$ cat config.mk
export PLATFORM = sky130hd
export DESIGN_NAME = pc_fetch_unit
export DESIGN_NICKNAME = d
export VERILOG_FILES = /design/src/rtl/mips_pkg.sv /design/src/rtl/next_pc_mux.sv /design/src/rtl/pc_fetch_unit.sv
export SDC_FILE = /design/constraint.sdc
export NUM_CORES = 1
export LEC_CHECK = 0
export CORE_ASPECT_RATIO = 0.9
export CORE_MARGIN = 2
export CORE_UTILIZATION = 55
export DETAILED_ROUTE_END_ITERATION = 10
export DONT_BUFFER_PORTS = 1
export MAX_ROUTING_LAYER = met4
export PLACE_DENSITY = 0.73
export SYNTH_ARGS = -nofsm -noshare
export SYNTH_HDL_FRONTEND = slang
export SYNTH_SLANG_ARGS = --single-unit
$ cat constraint.sdc
create_clock -name clk -period 1.8 [get_ports clk]
set_input_delay 0.36 -clock clk [delete_from_list [all_inputs] [get_ports clk]]
set_output_delay 0.36 -clock clk [all_outputs]
set_load 0.05 [all_outputs]
$ cat src/rtl/mips_pkg.sv
// Shared fetch-stage types and constants.
// Imported by the PC fetch unit and its next-PC mux.
package mips_pkg;

    typedef enum logic [1:0] {
        BOOT  = 2'd0,
        FETCH = 2'd1,
        HALT  = 2'd2
    } fetch_state_t;

    localparam logic [1:0] NPC_SEL_PLUS4  = 2'd0;
    localparam logic [1:0] NPC_SEL_BRANCH = 2'd1;
    localparam logic [1:0] NPC_SEL_JUMP   = 2'd2;

    localparam logic [1:0] WORD_ALIGN_MASK = 2'b11;

endpackage

$ cat src/rtl/next_pc_mux.sv
// Next-PC priority select (jump > branch > PC+4).
// Also flags a non-word-aligned result.
module next_pc_mux
    import mips_pkg::*;
#(
    parameter int WIDTH = 32
) (
    input  logic [WIDTH-1:0] pc_plus4_i,
    input  logic             branch_taken_i,
    input  logic [WIDTH-1:0] branch_target_i,
    input  logic             jump_i,
    input  logic [WIDTH-1:0] jump_target_i,
    output logic [WIDTH-1:0] next_pc_o,
    output logic             misalign_o
);

    logic [1:0] sel;

    always_comb begin
        sel = NPC_SEL_PLUS4;
        if (jump_i) begin
            sel = NPC_SEL_JUMP;
        end else if (branch_taken_i) begin
            sel = NPC_SEL_BRANCH;
        end
    end

    always_comb begin
        next_pc_o = pc_plus4_i;
        case (sel)
            NPC_SEL_JUMP:   next_pc_o = jump_target_i;
            NPC_SEL_BRANCH: next_pc_o = branch_target_i;
            default:        next_pc_o = pc_plus4_i;
        endcase
    end

    assign misalign_o = |(next_pc_o[1:0] & WORD_ALIGN_MASK);

endmodule

$ cat src/rtl/pc_fetch_unit.sv
// MIPS program counter with boot delay, stall hold,
// sticky misalignment halt and retired-instruction counter.
module pc_fetch_unit
    import mips_pkg::*;
#(
    parameter int          WIDTH      = 32,
    parameter logic [31:0] RESET_PC   = 32'h0000_0000,
    parameter int          BOOT_DELAY = 2,
    parameter int          CNT_WIDTH  = 32
) (
    input  logic                 clk,
    input  logic                 rst_n,
    input  logic                 stall_i,
    input  logic [WIDTH-1:0]     pc_plus4_i,
    input  logic                 branch_taken_i,
    input  logic [WIDTH-1:0]     branch_target_i,
    input  logic                 jump_i,
    input  logic [WIDTH-1:0]     jump_target_i,
    input  logic                 imem_ready_i,
    output logic [WIDTH-1:0]     pc_o,
    output logic                 imem_req_o,
    output logic                 fetch_valid_o,
    output logic                 misalign_o,
    output logic [CNT_WIDTH-1:0] instr_count_o
);

    localparam int BW = (BOOT_DELAY > 1) ? $clog2(BOOT_DELAY) : 1;
    localparam logic [BW-1:0] BOOT_LAST = BW'(BOOT_DELAY - 1);

    fetch_state_t state, state_nxt;
    logic [BW-1:0] boot_cnt;
    logic [WIDTH-1:0] next_pc;
    logic npc_misalign;
    logic advance;
    logic boot_done;

    next_pc_mux #(
        .WIDTH(WIDTH)
    ) u_next_pc_mux (
        .pc_plus4_i      (pc_plus4_i),
        .branch_taken_i  (branch_taken_i),
        .branch_target_i (branch_target_i),
        .jump_i          (jump_i),
        .jump_target_i   (jump_target_i),
        .next_pc_o       (next_pc),
        .misalign_o      (npc_misalign)
    );

    assign boot_done = (boot_cnt == BOOT_LAST);

    always_ff @(posedge clk or negedge rst_n) begin
        if (!rst_n) begin
            state <= BOOT;
        end else begin
            state <= state_nxt;
        end
    end

    always_comb begin
        state_nxt     = state;
        imem_req_o    = 1'b0;
        fetch_valid_o = 1'b0;
        advance       = 1'b0;
        case (state)
            BOOT: begin
                if (boot_done) begin
                    state_nxt = FETCH;
                end
            end
            FETCH: begin
                imem_req_o    = 1'b1;
                advance       = imem_ready_i & ~stall_i;
                fetch_valid_o = advance;
                if (advance && npc_misalign) begin
                    state_nxt = HALT;
                end
            end
            HALT: begin
                state_nxt = HALT;
            end
            default: begin
                state_nxt = HALT;
            end
        endcase
    end

    always_ff @(posedge clk or negedge rst_n) begin
        if (!rst_n) begin
            boot_cnt <= '0;
        end else if (state == BOOT && !boot_done) begin
            boot_cnt <= boot_cnt + BW'(1);
        end
    end

    // A misaligned target still retires the current instruction, but the PC is not updated.
    always_ff @(posedge clk or negedge rst_n) begin
        if (!rst_n) begin
            pc_o          <= WIDTH'(RESET_PC);
            misalign_o    <= 1'b0;
            instr_count_o <= '0;
        end else if (advance) begin
            instr_count_o <= instr_count_o + CNT_WIDTH'(1);
            if (npc_misalign) begin
                misalign_o <= 1'b1;
            end else begin
                pc_o <= next_pc;
            end
        end
    end

endmodule

==> results.md <==
- Clock tree buffer depth: 2
- Max_slew headroom: 64.4%
- 1st-pass router iterations: 4
- FP Rows: 27
- Fraction of the yosys area taken by sequential cells: 49.2%
- RSZ-0062 raised after global routing: true
- Yosys cell types: 32
- Post-Synthesis Cells: 325
- Hold WS: -0.297 ns
- Max cap viols: 0
- Commonest non-fill, non-tap cell in the layout: dfrtp_1
- Post-Syn Nets: roughly 430
- Num CTS Buffers: 9
- Final instance area: 4030 um2
- Full die area: 6940 um2
- Area Overhead vs Synth: 16.7%
- DRT iter0 DRCs: 70
- Share of cells above drive strength 1: 28.0%
- Setup CP Type: reg2reg
- Outcome: finished with violations
- GP Congestion: 0.809
- Most frequent cells in the layout: 59 x dfrtp_1, 47 x nand2_1, 39 x buf_4
- CORE AREA: 6110 um2
- Wire length of the first global-routing pass: 11,700 um
- CTS tree: done
- Final Max Slew Viols: 0
- Die Y-Extent: 79.2 um
- Flops & latches, synth: 68
- Part of the cycle the worst path needs: 95.3%
- Ys Warns: 0
- Peak supply drop: around 1100 uV
- Final setup fails: 0
- Placed cell area: 3860 um2
- Final Critical Period: 1.71 ns
- H-tree Lvls: 3
- Port bufs: 0
- GRT Total Usage: 22.8%
- Initial Utilization: a little under three fifths
- Post-synth top area cell: dfrtp_1
- HP Class: in2async
- Via count: approximately 2,600
- Clock Sink Count: 68
- Largest net degree at the start of global routing: 69
- Core Util, Final: 66.0%
- CTS root buf: clkbuf_8
- Worst Clk Skew: 0.00730 ns
- Drt total wl: 7500 um
- Chip width: 87.6 um
- Vias per cell: 5.69
- Syn_area_per_cell: 10.6 um2
- ANT cells: 0
- DR DRC count: 0
- Synth area leaders: dfrtp_1 49%, mux2_2 9.8%, mux2i_1 8.7%
- # nets final: 462
- Actual slew at the worst max-slew pin: 0.530 ns
- Final Hold Fails: 68
- Worst Setup End Kind: flop
- Post-Syn Area: 3460 um2
- Reg clk slew, reported paths: 0.07 ns
- P per Cell Area: 1240 nW/um2
- Vias in the first global route: approximately 2,500
- CP max FO: 5
- Fmax: 0.583 GHz
- Leakage: about 1.9 nW
- CP Launch Type: flop
- CP required: 2.06 ns
- Worst Path Arrival: 1.97 ns
- # IOs: 169
- Total gr overflow: 0
- Failing checks: hold timing
- ANT nets after route: 0
- Dpl hpwl: approximately 5700 um
- Share of the synthesized area in the top cell type: 49.2%
- Power, Total: 4.99 mW
- Routed wire length per instance: 16.6 um
- Worst-Skew Late Latency: between 0.3 and 0.4 ns
- Initial antenna violation count: 0
## layout make-up
class / count / area [um2]
multi-input cells: 235 / 1710
fillers: 506 / 2080
clock buffers: 13 / 149
well taps: 87 / 109
clock inverters: 3 / 15.0
repair buffers: 41 / 324
flip-flops and latches: 68 / 1710
inverters: 4 / 15.0
## where the power goes
part	switching (mW)	leakage [nW]	internal (mW)	total [mW]
Clock	0.542	0.0872	0.532	1.07
Combinational	0.332	0.907	0.382	0.714
Sequential	1.34	0.890	1.86	3.20
Total	2.21	1.88	2.78	4.99
## flip-flops by register name (all words and copies together), names as in the netlist
signal,cells
state,2
instr_count_o,32
pc_o,32
misalign_o,1
boot_cnt,1
## layer usage
layer | GRT usage [%] | vias to the layer above | share of wire (%)
met5 | - | - | 0
met1 | 27.3 | 1221 | 41
li1 | - | 1213 | -
met2 | 35.4 | 116 | 49
met4 | 7.54 | 0 | 1.6
met3 | 9.15 | 15 | 8.7
## kinds of logic after synthesis
logic type | count (synthesis) | share of synthesized area, %
buf+inv | 22 | 2.57
flops | 68 | 49.2
fa+ha+maj | 1 | 0.362
mux | 60 | 18.5
simple gates | 107 | 15.9
xor+xnor | 31 | 7.85
compound gates | 36 | 5.65
## timing repair
action | CTS | global route
resized for setup | 0 | 2
endpoints found under the hold margin | 68 | 68
buffers inserted | 0 | 0
endpoints found under the setup margin | 0 | 6
## per-stage QoR
step           TNS (ns)  setup WS [ns]  cells
2_1_floorplan    -0.563        -0.0827    325
3_3_place_gp          0         0.0780    435
3_5_place_dp          0         0.0583    435
4_1_cts               0         0.0473    451
5_1_grt        -0.00795       -0.00769    451
6_report              0         0.0855    451
## Yosys cell counts, drive strengths merged
library cell,number
buf,5
inv,4
a311oi,1
a21o,1
or4,3
and2,1
and4,4
nand2,47
xnor2,23
xor2,8
nand3,10
clkbuf,13
a31o,1
nand4,13
mux2i,30
nor3b,2
nor4,7
mux2,30
o21bai,1
o21ai,31
ha,1
nor2,6
nor2b,4
and3,2
nand2b,1
or3,1
nand4bb,1
dfrtp,68
o31ai,1
nor3,5
## path summary, 6_finish.rpt
kind                                    from                 to  slack [ns]  cells after the start
hold / removal                         rst_n            pc_o[9]       -0.30                      0
setup / recovery            instr_count_o[8]  instr_count_o[31]        0.09                      4
max in group asynchronous              rst_n  instr_count_o[28]        1.99                      0
hold reg to reg                     boot_cnt           boot_cnt        0.50                      1
setup reg to reg            instr_count_o[8]  instr_count_o[31]        0.09                      4
min in group clk           jump_target_i[19]           pc_o[19]        0.27                      3
## critical path: stages, from the launching register on
cell and delay [ns]:
dfrtp_2 0.36, nand4_1 0.14, or4_4 0.63, nor4_2 0.32, xor2_1 0.17
No activity file was read; power rests on OpenSTA's default activity.
